===== src/rtl/calc_sequencer.sv =====
// calc_sequencer: top-level calculator sequencing FSM.
// Collects operand A, operator and operand B from keypad and DIP switch,
// starts the ALU with a start/done handshake and echoes every accepted
// token to the LCD through a single-entry req/ack character port.
// Optional build macro: CALC_TIMEOUT_EN adds an ALU watchdog in S_EXEC.
module calc_sequencer #(
  parameter int MAX_DIGITS  = 3,
  parameter int TIMEOUT_CYC = 200
) (
  input  logic        clk_100hz,
  input  logic        rst,
  input  logic        key_valid,
  input  logic [3:0]  key_digit,
  input  logic        key_clr,
  input  logic [7:0]  op_sw,
  output logic        alu_start,
  output logic [2:0]  alu_op,
  output logic [7:0]  alu_a,
  output logic [7:0]  alu_b,
  input  logic        alu_done,
  input  logic [15:0] alu_result,
  input  logic        alu_err,
  output logic        lcd_req,
  output logic [7:0]  lcd_char,
  input  logic        lcd_ack,
  output logic [15:0] result,
  output logic        result_valid,
  output logic        err,
  output logic [2:0]  state_dbg
);

  localparam logic [2:0] S_A       = 3'd0;
  localparam logic [2:0] S_B       = 3'd1;
  localparam logic [2:0] S_WAIT_EQ = 3'd2;
  localparam logic [2:0] S_EXEC    = 3'd3;
  localparam logic [2:0] S_DONE    = 3'd4;
  localparam logic [2:0] S_ERR     = 3'd5;

  localparam logic [7:0] CH_SPACE = 8'h20;
  localparam logic [7:0] CH_EQ    = 8'h3D;
  localparam logic [7:0] CH_E     = 8'h45;
  localparam logic [7:0] SW_EQ    = 8'h01;
  localparam logic [7:0] SW_FAC   = 8'h02;

  localparam int CW = $clog2(MAX_DIGITS + 1);

  // Operator switch bit to ALU opcode.
  function automatic logic [2:0] op_code(input logic [7:0] sw);
    case (sw)
      8'h80:   return 3'd0;
      8'h40:   return 3'd1;
      8'h20:   return 3'd2;
      8'h10:   return 3'd3;
      8'h08:   return 3'd4;
      8'h04:   return 3'd5;
      8'h02:   return 3'd6;
      default: return 3'd0;
    endcase
  endfunction

  // Operator switch bit to LCD character code.
  function automatic logic [7:0] op_char(input logic [7:0] sw);
    case (sw)
      8'h80:   return 8'h2B;
      8'h40:   return 8'h2D;
      8'h20:   return 8'hD7;
      8'h10:   return 8'h2F;
      8'h08:   return 8'hF7;
      8'h04:   return 8'h5E;
      8'h02:   return 8'h21;
      default: return CH_EQ;
    endcase
  endfunction

  // Decimal shift-in; 10 bits suffice because the digit-count limit is
  // checked before a wrapped value could ever be kept.
  function automatic logic [9:0] acc10(input logic [7:0] v, input logic [3:0] d);
    return ({2'b00, v} * 10'd10) + {6'b000000, d};
  endfunction

  logic [2:0]    state_q, state_d;
  logic [7:0]    a_q, a_d, b_q, b_d;
  logic [CW-1:0] cnt_a_q, cnt_a_d, cnt_b_q, cnt_b_d;
  logic [2:0]    op_q, op_d;
  logic          start_q, start_d;
  logic          lcd_req_q, lcd_req_d;
  logic [7:0]    lcd_char_q, lcd_char_d;
  logic [15:0]   result_q, result_d;
  logic [7:0]    op_prev_q, op_prev_d;
  // 'E' that could not be queued because the echo buffer was still busy.
  logic          epend_q, epend_d;

  logic          sw_evt, eq_evt, op_evt, key_evt, done_evt;
  logic [9:0]    acc_v;

`ifdef CALC_TIMEOUT_EN
  localparam int TW = $clog2(TIMEOUT_CYC + 1);
  logic [TW-1:0] tmo_q, tmo_d;
`endif

  // Input event qualification: gating by busy echo buffer and one-hot check.
  always_comb begin
    sw_evt   = $onehot(op_sw) && (op_sw != op_prev_q) && !lcd_req_q;
    eq_evt   = sw_evt && (op_sw == SW_EQ);
    op_evt   = sw_evt && (op_sw != SW_EQ);
    key_evt  = key_valid && (key_digit <= 4'd9) && !lcd_req_q;
    done_evt = alu_done && (state_q == S_EXEC);
    acc_v    = acc10((state_q == S_B) ? b_q : a_q, key_digit);
  end

  // Next-state and datapath update with clr > done > digit > switch priority.
  always_comb begin
    state_d    = state_q;
    a_d        = a_q;
    b_d        = b_q;
    cnt_a_d    = cnt_a_q;
    cnt_b_d    = cnt_b_q;
    op_d       = op_q;
    start_d    = 1'b0;
    lcd_req_d  = lcd_req_q;
    lcd_char_d = lcd_char_q;
    result_d   = result_q;
    op_prev_d  = op_sw;
    epend_d    = epend_q;
`ifdef CALC_TIMEOUT_EN
    tmo_d      = tmo_q;
`endif

    if (lcd_req_q && lcd_ack) begin
      lcd_req_d = 1'b0;
    end
    if (epend_q && !lcd_req_q) begin
      lcd_req_d  = 1'b1;
      lcd_char_d = CH_E;
      epend_d    = 1'b0;
    end

    if (key_clr) begin
      state_d    = S_A;
      a_d        = 8'd0;
      b_d        = 8'd0;
      cnt_a_d    = '0;
      cnt_b_d    = '0;
      op_d       = 3'd0;
      lcd_req_d  = 1'b0;
      lcd_char_d = CH_SPACE;
      result_d   = 16'd0;
      epend_d    = 1'b0;
    end else if (done_evt) begin
      if (alu_err) begin
        state_d = S_ERR;
        if (!lcd_req_q) begin
          lcd_req_d  = 1'b1;
          lcd_char_d = CH_E;
        end else begin
          epend_d = 1'b1;
        end
      end else begin
        result_d = alu_result;
        state_d  = S_DONE;
      end
    end else begin
      case (state_q)
        S_A: begin
          if (key_evt) begin
            lcd_req_d = 1'b1;
            if ((cnt_a_q >= CW'(MAX_DIGITS)) || (acc_v > 10'd255)) begin
              state_d    = S_ERR;
              lcd_char_d = CH_E;
            end else begin
              a_d        = acc_v[7:0];
              cnt_a_d    = cnt_a_q + CW'(1);
              lcd_char_d = 8'h30 + {4'h0, key_digit};
            end
          end else if (op_evt && (cnt_a_q != '0)) begin
            op_d       = op_code(op_sw);
            lcd_req_d  = 1'b1;
            lcd_char_d = op_char(op_sw);
            state_d    = (op_sw == SW_FAC) ? S_WAIT_EQ : S_B;
          end
        end
        S_B: begin
          if (key_evt) begin
            lcd_req_d = 1'b1;
            if ((cnt_b_q >= CW'(MAX_DIGITS)) || (acc_v > 10'd255)) begin
              state_d    = S_ERR;
              lcd_char_d = CH_E;
            end else begin
              b_d        = acc_v[7:0];
              cnt_b_d    = cnt_b_q + CW'(1);
              lcd_char_d = 8'h30 + {4'h0, key_digit};
            end
          end else if (eq_evt && (cnt_b_q != '0)) begin
            lcd_req_d  = 1'b1;
            lcd_char_d = CH_EQ;
            state_d    = S_EXEC;
            start_d    = 1'b1;
          end
        end
        S_WAIT_EQ: begin
          if (eq_evt) begin
            lcd_req_d  = 1'b1;
            lcd_char_d = CH_EQ;
            b_d        = 8'd0;
            state_d    = S_EXEC;
            start_d    = 1'b1;
          end
        end
        S_EXEC: begin
`ifdef CALC_TIMEOUT_EN
          if (tmo_q == TW'(TIMEOUT_CYC - 1)) begin
            state_d = S_ERR;
            if (!lcd_req_q) begin
              lcd_req_d  = 1'b1;
              lcd_char_d = CH_E;
            end else begin
              epend_d = 1'b1;
            end
          end
`endif
        end
        S_DONE: begin
          if (key_evt) begin
            state_d    = S_A;
            a_d        = {4'h0, key_digit};
            cnt_a_d    = CW'(1);
            b_d        = 8'd0;
            cnt_b_d    = '0;
            op_d       = 3'd0;
            result_d   = 16'd0;
            lcd_req_d  = 1'b1;
            lcd_char_d = 8'h30 + {4'h0, key_digit};
          end
        end
        default: begin
        end
      endcase
    end

`ifdef CALC_TIMEOUT_EN
    if (state_d != S_EXEC) begin
      tmo_d = '0;
    end else if (state_q == S_EXEC) begin
      tmo_d = tmo_q + TW'(1);
    end
`endif
  end

  // State and datapath registers.
  always_ff @(posedge clk_100hz or posedge rst) begin
    if (rst) begin
      state_q    <= S_A;
      a_q        <= 8'd0;
      b_q        <= 8'd0;
      cnt_a_q    <= '0;
      cnt_b_q    <= '0;
      op_q       <= 3'd0;
      start_q    <= 1'b0;
      lcd_req_q  <= 1'b0;
      lcd_char_q <= CH_SPACE;
      result_q   <= 16'd0;
      op_prev_q  <= 8'd0;
      epend_q    <= 1'b0;
    end else begin
      state_q    <= state_d;
      a_q        <= a_d;
      b_q        <= b_d;
      cnt_a_q    <= cnt_a_d;
      cnt_b_q    <= cnt_b_d;
      op_q       <= op_d;
      start_q    <= start_d;
      lcd_req_q  <= lcd_req_d;
      lcd_char_q <= lcd_char_d;
      result_q   <= result_d;
      op_prev_q  <= op_prev_d;
      epend_q    <= epend_d;
    end
  end

`ifdef CALC_TIMEOUT_EN
  // ALU watchdog counter, cleared whenever S_EXEC is left.
  always_ff @(posedge clk_100hz or posedge rst) begin
    if (rst) begin
      tmo_q <= '0;
    end else begin
      tmo_q <= tmo_d;
    end
  end
`endif

  assign alu_start    = start_q;
  assign alu_op       = op_q;
  assign alu_a        = a_q;
  assign alu_b        = b_q;
  assign lcd_req      = lcd_req_q;
  assign lcd_char     = lcd_char_q;
  assign result       = result_q;
  assign result_valid = (state_q == S_DONE);
  assign err          = (state_q == S_ERR);
  assign state_dbg    = state_q;

endmodule


===== config.mk =====
export PLATFORM = sky130hd
export DESIGN_NAME = calc_sequencer
export DESIGN_NICKNAME = d
export VERILOG_FILES = /design/src/rtl/calc_sequencer.sv
export SDC_FILE = /design/constraint.sdc
export NUM_CORES = 1
export LEC_CHECK = 0
export ABC_CLOCK_PERIOD_IN_PS = 4200
export CAP_MARGIN = 20
export CELL_PAD_IN_SITES_DETAIL_PLACEMENT = 0
export CELL_PAD_IN_SITES_GLOBAL_PLACEMENT = 1
export CORE_AREA = 8 8 126 128
export CTS_CLUSTER_SIZE = 24
export DETAILED_ROUTE_END_ITERATION = 10
export DIE_AREA = 0 0 134 136
export DONT_BUFFER_PORTS = 1
export PLACE_DENSITY = 0.61
export SKIP_CTS_REPAIR_TIMING = 1
export SLEW_MARGIN = 30
export SYNTH_ARGS = -nofsm -noshare
export SYNTH_HDL_FRONTEND = slang
export SYNTH_SLANG_ARGS = --single-unit
export TNS_END_PERCENT = 50

===== constraint.sdc =====
create_clock -name clk_100hz -period 4.2 [get_ports clk_100hz]
set_input_delay 0 -clock clk_100hz [delete_from_list [all_inputs] [get_ports clk_100hz]]
set_output_delay 0 -clock clk_100hz [all_outputs]
set_load 0.01 [all_outputs]

==> run summary, run 1 <==
TritonCTS built the clock tree. For the fraction of the yosys area taken by sequential cells, the log shows 0.324. End of the worst register-to-register path: lcd_char[4]$_DFF_PP0_. I/O pin count: 85. CTS built an H-tree with a depth of 3.

The critical path in this run is classified as reg -> reg. The repair_antennas step left the layout with diodes totalling 0. The logs give 0.262 for the proportion of power drawn by flip-flops and latches and 14000 um2 for the area of the core. The max-slew violation count is 0. The headroom to the max-slew limit is 0.413. The top-area cell type share of the netlist area is 0.318, and the count of nets after finishing is 639.

Cell at the root of the clock tree: clkbuf_16. Maximum fanout along the worst path: 7. The tools report the number of setup violations in the final report as 0. Effective utilization at floorplan: 0.336. The post-route clock period utilization is 0.951, and the detailed-routing iteration count for the pre-antenna-repair pass is 5. HPWL after detailed placement: 11.6 mm. The type of origin of the critical path is a flop. The fraction of the mapped netlist area in compound gates came out at 0.220.

Leaving out fill and tap cells, the most frequent cell in the layout is nand2_1. For the via count, the log shows 4243. Number of enable-type register cells in the synthesized netlist: 0. Initial antenna violation count: 0. After synthesis, the largest family of logic cells by area is compound AO/OA/AOI/OAI gates. The worst hold path was traced through 2 stages. At the end of routability-driven placement, the weighted congestion stood at 0.899. The portion of netlist area occupied by mux cells came out at 0.0488. The run gives 2 as the final-report hold violation count. The adder-cell share of the synthesized area works out to 0.0784. The run gives 0.398 as the final cell utilization of the core. The transition time of the tightest slew-check pin was 0.874 ns. For the total global routing track utilization, the log shows 0.170.

For this run, the leading register cell type out of synthesis is dfrtp_1. The number of different library cells used by synthesis comes to 80. The simple-gate share of the synthesized area works out to 0.214.

The number of design-rule violations left by the first detailed-router iteration is 289. In the synthesized netlist, the number of instances is 544. The clock drives 61 sinks.

Power per cell area: 573 nW/um2. The netlist area before placement was 4720 um2. After routing, the total negative slack on setup checks comes to 0 ns. Dividing the synthesized area by the synthesized cell count gives 8.68 um2. The worst hold path terminates at alu_b[0]$_DFFE_PP0P_. The number of cells on the worst reg-to-reg path is 16.

The net count of the mapped netlist was 605; the via count of the first global-routing pass was 3991. The Yosys step of the flow raised 0 warnings. The clock passes through at most 2 buffers. Setup repair after global routing left no endpoint under its margin.

The analysis attributes to net switching a power of 1.45 mW. Derived from the worst setup path, the maximum achievable clock frequency is 0.250 GHz. The overall die area was 18200 um2. The logs give -0.0339 ns for the smallest hold slack and 0 for the count of max-cap constraint violations.

The largest total area in the synthesized netlist belongs to dfrtp_1. Clock skew on the completed layout was measured at 0.00597 ns. Logic gate share of total power: 0.503. The run gives 4.42 ns as the required time of the critical path. First-pass GRT wire length: 24.0 mm. The signed area change from the synthesized netlist to the final layout works out to 18.3%. The area share of xor/xnor cells in the synthesized design works out to 0.0586.

In the post-synthesis netlist, the biggest area contributors are dfrtp_1 (32%), nand2_1 (6.5%), ha_1 (5.3%). The latest clock arrival within the worst-skew pair was 0.34 ns. The flow ran to the end, but the final reports show violations. Clock-pin slew was measured on the worst setup and hold paths at 0.06 ns. For this design the static power due to leakage is 2.42 nW. The tools report the startpoint of the worst register-to-register path as state_dbg[1]$_DFFE_PP0P_.

Share of cells above drive strength 1: 0.113. The synthesis-stage register bit count was 61; the shortest clock period the worst path allows after layout was 3.99 ns. The detail route stage leaves a number of antenna-violating nets equal to 0.

Number of rows in the core area: 44. The checks that failed: negative hold slack. Fraction of power spent switching nets: 0.453.

The internal cell power was 1.75 mW; the post-synthesis async set-or-reset flop share was 1.00. The total routed wirelength came out at 15.7 mm. Hold path startpoint: key_digit[0].

After global routing the overflow that remains totals 0. The clock network power share is 0.234. VDD sags by at most 0.198 mV. The via density per instance is 5.54. The min-delay analysis places its worst path in the category in -> reg. Counting the buffers created by CTS gives 9.

The die is 134 um wide. In the layout the commonest cells are nand2_1 (82), dfrtp_1 (60), o21ai_0 (44). The total of buffers placed on input and output ports works out to 0.

The tools report the largest net degree at the start of global routing as 62. The endpoint type of the worst setup path was a flop. The final routed DRC violation total is 0. The flop-to-flop setup slack came out at 0.21 ns. The average wire length per cell after detail routing was 20.5 um. Data on the critical path arrives at its endpoint at 4.22 ns. The die is 136 um tall.
## per-stage QoR
step	power (mW)	instance area [um2]	setup WS, ns	instances	hold slack, ns
3_3_place_gp	2.40	4940	0.152	717	0.0319
4_1_cts	3.17	5230	0.175	732	-0.328
6_report	3.20	5590	0.208	766	-0.0339
3_5_place_dp	2.40	4940	0.0867	717	0.0318
5_1_grt	3.41	5590	0.000489	766	0.00182
2_1_floorplan	2.00	4720	0.0492	544	0.0314
## registers in the layout, summed over array words and instances, names as in the netlist
| signal | flops |
|---|---|
| op_prev_q | 8 |
| result | 16 |
| alu_a | 8 |
| epend_q | 1 |
| cnt_a_q | 2 |
| alu_op | 3 |
| state_dbg | 3 |
| lcd_req | 1 |
| cnt_b_q | 2 |
| alu_start | 1 |
| lcd_char | 8 |
| alu_b | 8 |
## cells in the mapped netlist (all sizes together) (2+ instances only)
library cell,n
a32o,7
mux2i,15
mux2,6
nor3b,4
buf,13
a211o,4
a311oi,5
nand4,2
o211ai,5
nand2b,3
or3,2
a21oi,34
inv,31
and2,5
or2,4
nand3,16
nand2,84
xor2,20
ha,20
o21ai,49
a221oi,3
o2111ai,2
clkbuf,16
nor2b,2
a211oi,4
o311ai,4
nor3,10
xnor2,9
a31oi,3
dfrtp,60
a41oi,2
nor2,39
nand4b,2
a21o,5
nor4,9
o22ai,6
clkinv,2
and3b,2
fa,6
a2111oi,2
and3,8
## logic make-up after synthesis
| logic type | Yosys count |
|---|---|
| multiplexers | 21 |
| flip-flops | 61 |
| AO/OA/AOI/OAI | 148 |
| AND/OR/NAND/NOR | 196 |
| XOR/XNOR | 30 |
| adder cells (fa/ha/maj) | 26 |
| buffers and inverters | 62 |
## worst max path at each step
stage,to,cells past startpoint,start,slack (ns)
finish,lcd_char[4]$_DFF_PP0_,16,state_dbg[1]$_DFFE_PP0P_,0.21
global route,lcd_char[4]$_DFF_PP0_,16,state_dbg[1]$_DFFE_PP0P_,0.0005
CTS,alu_b[6]$_DFFE_PP0P_,15,state_dbg[1]$_DFFE_PP0P_,0.17
detailed placement,alu_op[2]$_DFFE_PP0P_,15,op_sw[0],0.09
global placement,alu_op[0]$_DFFE_PP0P_,15,op_sw[0],0.15
floorplan,alu_a[6]$_DFFE_PP0P_,18,state_dbg[2]$_DFFE_PP0P_,0.05
## cell type report
class	instances	area, um2
clock buffer	10	229
timing repair buffer	52	480
inverter	33	124
tap	184	230
clock inverter	5	62.6
multi-input combinational	421	2930
fill	1441	8450
sequential	61	1530
## metal layers
| layer | track usage | vias up | wire (um) |
|---|---|---|---|
| met5 | 0 | - | 0 |
| met4 | 0.0524 | 0 | 294 |
| met3 | 0.0580 | 20 | 1240 |
| met2 | 0.280 | 133 | 7550 |
| met1 | 0.206 | 2077 | 6650 |
| li1 | - | 2013 | - |
## power by group through the flow
stage | Clock [mW] | Combinational [mW] | Sequential, mW
floorplan | 0 | 1.19 | 0.806
global placement | 0 | 1.54 | 0.854
detailed placement | 0 | 1.55 | 0.856
CTS | 0.764 | 1.56 | 0.846
global route | 0.792 | 1.76 | 0.860
finish | 0.751 | 1.61 | 0.840
## worst max-delay path, cell delays in order (launching register included)
cell and delay [ns]:
dfrtp_1 0.41, nor2_4 0.15, nand2_4 0.09, mux2_2 0.32, ha_1 0.28, ha_1 0.21
inv_1 0.07, fa_1 0.45, and3b_1 0.25, a41oi_2 0.05, nor4_2 0.30, or2_1 0.18
a2bb2oi_2 0.32, buf_4 0.22, o21ai_1 0.11, o2111a_1 0.19, a211o_1 0.27
No activity file was read; power rests on OpenSTA's default activity.
==> inputs of run 2 (changes only) <==
--- a/config.mk
+++ b/config.mk
@@ -9,10 +9,10 @@
 export CAP_MARGIN = 20
 export CELL_PAD_IN_SITES_DETAIL_PLACEMENT = 0
 export CELL_PAD_IN_SITES_GLOBAL_PLACEMENT = 1
-export CORE_AREA = 8 8 126 128
+export CORE_AREA = 4 4 122 124
 export CTS_CLUSTER_SIZE = 24
 export DETAILED_ROUTE_END_ITERATION = 10
-export DIE_AREA = 0 0 134 136
+export DIE_AREA = 0 0 126 128
 export DONT_BUFFER_PORTS = 1
 export PLACE_DENSITY = 0.61
 export SKIP_CTS_REPAIR_TIMING = 1
==> run summary, run 2 (synthesis results as in run 1) <==
Setup repair after global routing left no endpoint under its margin. The detailed-routing iteration count for the pre-antenna-repair pass was 5 (unchanged); the maximum fanout along the worst path was 10 (+3). The I/O pin count was 85 (unchanged). The start-to-end type of the worst setup path is reg -> reg. The tools report the area of the core as 13800 um2 (-1.9%). The smallest hold slack was 0.0116 ns (+0.0455 ns). The run gives 61 (unchanged) as the number of clock sinks seen by CTS. The area taken by flip-flops and latches came out at 1530 um2 (unchanged). The logs give 4089 (+2.5%) for the via count of the first global-routing pass and 0 (unchanged) for the initial antenna violation count.

The total area of multi-input combinational cells was 2930 um2 (unchanged). For the via count, the log shows 4248 (+0.12%). The logs give 23.7 mm (-1.2%) for the first-pass GRT wire length and 3.24 mW (+1.3%) for the overall power after layout.

From synthesis to final layout, the design area changed by 18.4%. The post-route clock period utilization is 0.941 (-0.00924). The worst setup path is launched from a flop.

The number of setup violations in the final report was 0 (unchanged). The average wire length per cell after detail routing was 20.1 um (-2.1%); the maximum buffer depth of the clock tree was 2 (unchanged). TritonCTS built the clock tree. In the layout the commonest cells are nand2_1 (82), dfrtp_1 (60), o21ai_0 (44). Flip-flop count of the largest register after layout: 16 (unchanged). The internal cell power was 1.79 mW (+2.3%). The logs give 4.18 ns (-0.04 ns) for the critical path data arrival time and 0 (unchanged) for the count of max-cap constraint violations. The clock network power share is 0.246 (+0.012), and the number of design-rule violations left by the first detailed-router iteration is 360 (+25%). The logic gate share of total power was 0.495 (-0.008). Most common cell after layout, fill and taps aside: nand2_1. The share of cells above drive strength 1 is 0.114 (+0.000195). The clock transition at the registers of the reported paths is 0.06 ns (about the same). For the total routed wirelength, the log shows 15.3 mm (-2.8%). The tools report the final worst clock skew as 0.00834 ns (+0.00237 ns). The kind of path behind the tightest hold check was in -> reg. Number of H-tree levels: 3 (unchanged). For the maximum achievable frequency, the log shows 0.253 GHz (+0.98%). The final-report hold violation count is 0 (-2), and the final routed DRC violation total is 0 (unchanged).

The number of cells on the worst reg-to-reg path was 17 (+1); the max-slew violation count was 0 (unchanged). The flow ran to the end, and the final reports show no timing, DRC or antenna violations. The signal on the critical path passes through nor2_4 -> nand2_4 -> buf_4 -> mux2_2 -> ha_1 -> ha_1 -> inv_1 -> fa_1 -> and3b_1 -> a41oi_2 -> nor4_2 -> or2_1 -> a2bb2oi_2 -> buf_4 -> o21ai_1 -> a21o_1 -> a211o_1. For the leakage dissipation, the log shows 2.44 nW (+0.52%). The logs give 0 (unchanged) for the count of antenna-violating nets left after detailed routing and 38 (-39%) for the largest net degree at the start of global routing. For the overall die area, the log shows 16100 um2 (-12%). The tools report the worst-case setup margin in the final layout as 0.247 ns (+0.0388 ns). The tools report the cell at the root of the clock tree as clkbuf_16.

The HPWL after detailed placement was 11.3 mm (-2.9%); the power per cell area was 580 nW/um2 (+1.2%). The via density per instance was 5.58 (+0.78%). The proportion of power drawn by flip-flops and latches came out at 0.259 (-0.003).

The total global routing track utilization came out at 0.186 (+0.0161). The tools report the antenna diode count as 0 (unchanged). The die extent in x was 126 um (-6.0%).

The largest incremental delay on the critical path works out to 0.46 ns (about the same). The tools report the number of fill cells in the layout as 1430 (-0.76%). Among all stages on the critical path, the largest delay is contributed by fa_1. The tools report the number of rows in the core area as 43 (-2.3%).

The count of nets after finishing was 637 (-0.31%); the setup slack at placement was 0.0803 ns (-0.00641 ns). The tools report the required time of the critical path as 4.42 ns (about the same). The run gives 0 (unchanged) as the total congestion overflow. The fraction of power spent switching nets was 0.447 (-0.00521); the net switching power was 1.45 mW (+0.17%).

The headroom to the max-slew limit is 0.422 (+0.00962). The worst IR drop on VDD was 0.196 mV (-0.82%). Number of buffers created by CTS: 9 (unchanged). The tools report the final setup TNS as 0 ns (unchanged).

The latest clock arrival within the worst-skew pair is 0.34 ns (about the same), and the shortest clock period the worst path allows after layout is 3.95 ns (-0.0388 ns). The worst hold path cell count came out at 3 (+1). The total of buffers placed on input and output ports is 0 (unchanged), and the effective utilization at floorplan is 0.343 (+0.00648). STA classifies the critical path endpoint as a flop. The tools report the routability-driven placement congestion ratio as 0.881 (-2.1%). Die height: 128 um (-5.9%). For the final cell utilization of the core, the log shows 0.406 (+0.00812). The transition time of the tightest slew-check pin works out to 0.860 ns (-0.0143 ns).
run 2: cell count changes in the layout (fill, tap and decap cells not counted):
cell,previous run,this run
inv_6,0,2
clkinvlp_4,2,0
buf_4,20,18
clkbuf_1,1,0
clkbuf_8,0,2
run 2: power by group through the flow:
stage / clock network, mW / logic (mW) / registers (mW)
after floorplan: 0 / 1.19 / 0.806
after global placement: 0 / 1.55 / 0.850
after detailed placement: 0 / 1.55 / 0.850
after CTS: 0.819 / 1.56 / 0.840
after global routing: 0.850 / 1.75 / 0.855
final: 0.799 / 1.61 / 0.839
run 2: critical path: cells and delay by family (launching register included):
family	cells	cell delay [ns]
and+or+nand+nor	5	1.02
adders and majority gates	3	0.83
AOI/OAI and AO/OA	5	0.81
buffers and inverters	3	0.45
DFF	1	0.40
muxes	1	0.30
run 2: through the flow:
step / instances / cell area, um2
6_report: 761 / 5590
5_1_grt: 761 / 5590
4_1_cts: 729 / 5250
3_5_place_dp: 713 / 4940
3_3_place_gp: 713 / 4940
2_1_floorplan: 544 / 4720
run 2: routing by layer:
metal,up-vias,GRT usage,wire (um),part of all wire
met2,131,0.300,7200,0.47
met1,2076,0.244,6780,0.44
met4,0,0.0562,291,0.019
met3,20,0.0525,1030,0.067
met5,-,0,0,0
li1,2021,-,-,-
run 2: final timing paths:
| kind | endpoint | startpoint | slack [ns] |
|---|---|---|---|
| setup / recovery | lcd_char[4]$_DFF_PP0_ | state_dbg[1]$_DFFE_PP0P_ | 0.25 |
| hold / removal | alu_a[3]$_DFFE_PP0P_ | key_digit[3] | 0.01 |
| setup reg to reg | lcd_char[4]$_DFF_PP0_ | state_dbg[1]$_DFFE_PP0P_ | 0.25 |
| hold reg to reg | cnt_b_q[0]$_DFFE_PP0P_ | cnt_b_q[0]$_DFFE_PP0P_ | 0.53 |
| max in group asynchronous | lcd_char[5]$_DFF_PP1_ | rst | 3.10 |
| min in group asynchronous | result[14]$_DFFE_PP0P_ | rst | 0.15 |
run 2: area by class of cell:
cell class,count,share of cell area
repair buffers,50,0.0832
well taps,180,0.0403
clock inverters,5,0.0116
clock buffers,11,0.0452
multi-input cells,421,0.524
inverters,33,0.0222
flip-flops and latches,61,0.273
==> inputs of run 3 (changes only) <==
--- a/config.mk
+++ b/config.mk
@@ -14,6 +14,7 @@
 export DETAILED_ROUTE_END_ITERATION = 10
 export DIE_AREA = 0 0 126 128
 export DONT_BUFFER_PORTS = 1
+export HOLD_SLACK_MARGIN = 0.06
 export PLACE_DENSITY = 0.61
 export SKIP_CTS_REPAIR_TIMING = 1
 export SLEW_MARGIN = 30
==> run summary, run 3 (synthesis results as in run 1) <==
The number of setup violations in the final report came out at 0 (unchanged). The total routed wirelength came out at 15.3 mm (+0.13%). The tools report the overall power after layout as 3.24 mW (about the same).

The HPWL after detailed placement was 11.3 mm (unchanged). The number of clock sinks seen by CTS was 61 (unchanged); the number of H-tree levels was 3 (unchanged). The via count is 4262 (+0.33%), and the final-report hold violation count is 0 (unchanged). The clock network power share came out at 0.246 (about the same).

TritonCTS built the clock tree. The first-pass GRT wire length came out at 23.7 mm (unchanged). The count of nets after finishing is 638 (+0.16%). The effective utilization at floorplan is 0.343 (unchanged).

The die extent in x works out to 126 um (unchanged). The count of max-cap constraint violations is 0 (unchanged). The logs give 0.407 (+0.000727) for the final cell utilization of the core and 5600 um2 (+0.18%) for the post-layout instance area.

The leakage dissipation was 2.44 nW (+0.17%); the I/O pin count was 85 (unchanged). The internal cell power is 1.79 mW (about the same). The smallest hold slack came out at 0.0447 ns (+0.0331 ns).

The maximum achievable frequency is 0.254 GHz (+0.24%), and the headroom to the max-slew limit is 0.412 (-0.0103). The transition time of the tightest slew-check pin came out at 0.875 ns (+0.0154 ns). Leaving out fill and tap cells, the most frequent cell in the layout is nand2_1. The cell at the root of the clock tree was clkbuf_16. The logs give 0.196 mV (-0.11%) for the worst IR drop on VDD and 0.259 (about the same) for the proportion of power drawn by flip-flops and latches. For the net switching power, the log shows 1.45 mW (about the same).

The number of buffers created by CTS came out at 9 (unchanged). The routability-driven placement congestion ratio was 0.881 (unchanged). The clock transition at the registers of the reported paths is 0.06 ns (about the same). The tools report the post-detailed-placement cell area as 4940 um2 (unchanged). Leaving out fill and tap cells, the most frequent cells in the layout are nand2_1 (82), dfrtp_1 (60), o21ai_0 (44).

The average wire length per cell after detail routing works out to 20.1 um (about the same). For the critical path data arrival time, the log shows 4.17 ns (about the same). Final worst clock skew: 0.00824 ns (-0.0000974 ns). STA classifies the critical path startpoint as a flop. The total global routing track utilization is 0.186 (unchanged). Fraction of power spent switching nets: 0.447 (about the same). For the required time of the critical path, the log shows 4.42 ns (about the same). The power per cell area is 579 nW/um2 (-0.19%), and the via count of the first global-routing pass is 4089 (unchanged). The area of the core was 13800 um2 (unchanged); the buffer and inverter count on the worst path was 3 (unchanged). Count of antenna-violating nets left after detailed routing: 0 (unchanged). The number of rows in the core area is 43 (unchanged), and the max-slew violation count is 0 (unchanged). The tools report the maximum buffer depth of the clock tree as 2 (unchanged). Among cell families on the critical path, the largest total delay comes from simple AND/OR/NAND/NOR gates.

The die height is 128 um (unchanged). The tightest min-delay check is of the in -> reg type. The share of cells above drive strength 1 was 0.113 (-0.000195); the logic gate share of total power was 0.496 (about the same).

Walking the worst path, the cells encountered are nor2_4 -> nand2_4 -> buf_4 -> mux2_2 -> ha_1 -> ha_1 -> inv_1 -> fa_1 -> and3b_1 -> a41oi_2 -> nor4_2 -> or2_1 -> a2bb2oi_2 -> buf_4 -> o21ai_1 -> a21o_1 -> a211o_1. Final setup TNS: 0 ns (unchanged). For the antenna diode count, the log shows 0 (unchanged). The total of buffers placed on input and output ports is 0 (unchanged), and the largest net degree at the start of global routing is 38 (unchanged).

The final routed DRC violation total was 0 (unchanged). The latest clock arrival within the worst-skew pair came out at 0.34 ns (about the same). The via density per instance works out to 5.59 (+0.20%).

For this design, the slowest cell found on the critical path is fa_1. Maximum fanout along the worst path: 10 (unchanged). The start-to-end type of the worst setup path is reg -> reg. The post-route clock period utilization is 0.939 (-0.00229), and the total congestion overflow is 0 (unchanged). The largest incremental delay on the critical path is 0.46 ns (about the same). Flip-flop count of the largest register after layout: 16 (unchanged). The run finished with clean final reports.

Setup repair after global routing left no endpoint under its margin. STA classifies the critical path endpoint as a flop. The initial antenna violation count came out at 0 (unchanged).

Compared with the post-synthesis result, the final layout area differs by 18.6%. The shortest clock period the worst path allows after layout was 3.94 ns (-0.00961 ns); the number of design-rule violations left by the first detailed-router iteration was 339 (-5.8%). The run gives 16100 um2 (unchanged) as the overall die area. For the detailed-routing iteration count for the pre-antenna-repair pass, the log shows 5 (unchanged).
run 3: cell count changes in the layout (fill, tap and decap cells not counted):
cell,before,now
dlygate4sd3_1,31,32
run 3: worst reg2reg max path, delay by kind of cell, from the launching register on:
family          cells  cell delay (ns)
compound gates      5             0.81
fa+ha+maj           3             0.84
buf+inv             3             0.45
flops               1             0.40
mux                 1             0.30
simple gates        5             1.02
run 3: final timing paths:
kind / from / endpoint / slack, ns / cells after the start
worst max register to register: state_dbg[1]$_DFFE_PP0P_ / lcd_char[4]$_DFF_PP0_ / 0.26 / 17
max in group asynchronous: rst / lcd_char[5]$_DFF_PP1_ / 3.10 / 3
worst min-delay path: key_digit[0] / lcd_char[0]$_DFF_PP0_ / 0.04 / 3
min in group asynchronous: rst / result[14]$_DFFE_PP0P_ / 0.16 / 2
worst max-delay path: state_dbg[1]$_DFFE_PP0P_ / lcd_char[4]$_DFF_PP0_ / 0.26 / 17
worst min register to register: cnt_b_q[0]$_DFFE_PP0P_ / cnt_b_q[0]$_DFFE_PP0P_ / 0.53 / 1
run 3: routing by layer:
layer | wire [um] | GRT usage | vias to the layer above
met4 | 301 | 0.0562 | 0
met2 | 7200 | 0.300 | 138
met1 | 6800 | 0.244 | 2076
met3 | 1010 | 0.0525 | 24
li1 | - | - | 2024
met5 | 0 | 0 | -
run 3: power by group through the flow:
| stage | Clock, mW | Combinational, mW | Sequential [mW] |
|---|---|---|---|
| after floorplan | 0 | 1.19 | 0.806 |
| after global placement | 0 | 1.55 | 0.850 |
| after detailed placement | 0 | 1.55 | 0.850 |
| after CTS | 0.819 | 1.56 | 0.840 |
| after global routing | 0.850 | 1.76 | 0.855 |
| final | 0.797 | 1.61 | 0.839 |
run 3: area by class of cell:
class	instances	area, um2
Clock buffer	11	253
Clock inverter	5	65.1
Fill cell	1429	8170
Inverter	33	124
Multi-Input combinational cell	421	2930
Sequential cell	61	1530
Tap cell	180	225
Timing Repair Buffer	51	475
run 3: stage by stage:
stage,instances,setup WS (ns)
after floorplan,544,0.0492
after global placement,713,0.151
after detailed placement,713,0.0803
after CTS,729,0.174
after global routing,762,0.00974
final,762,0.256
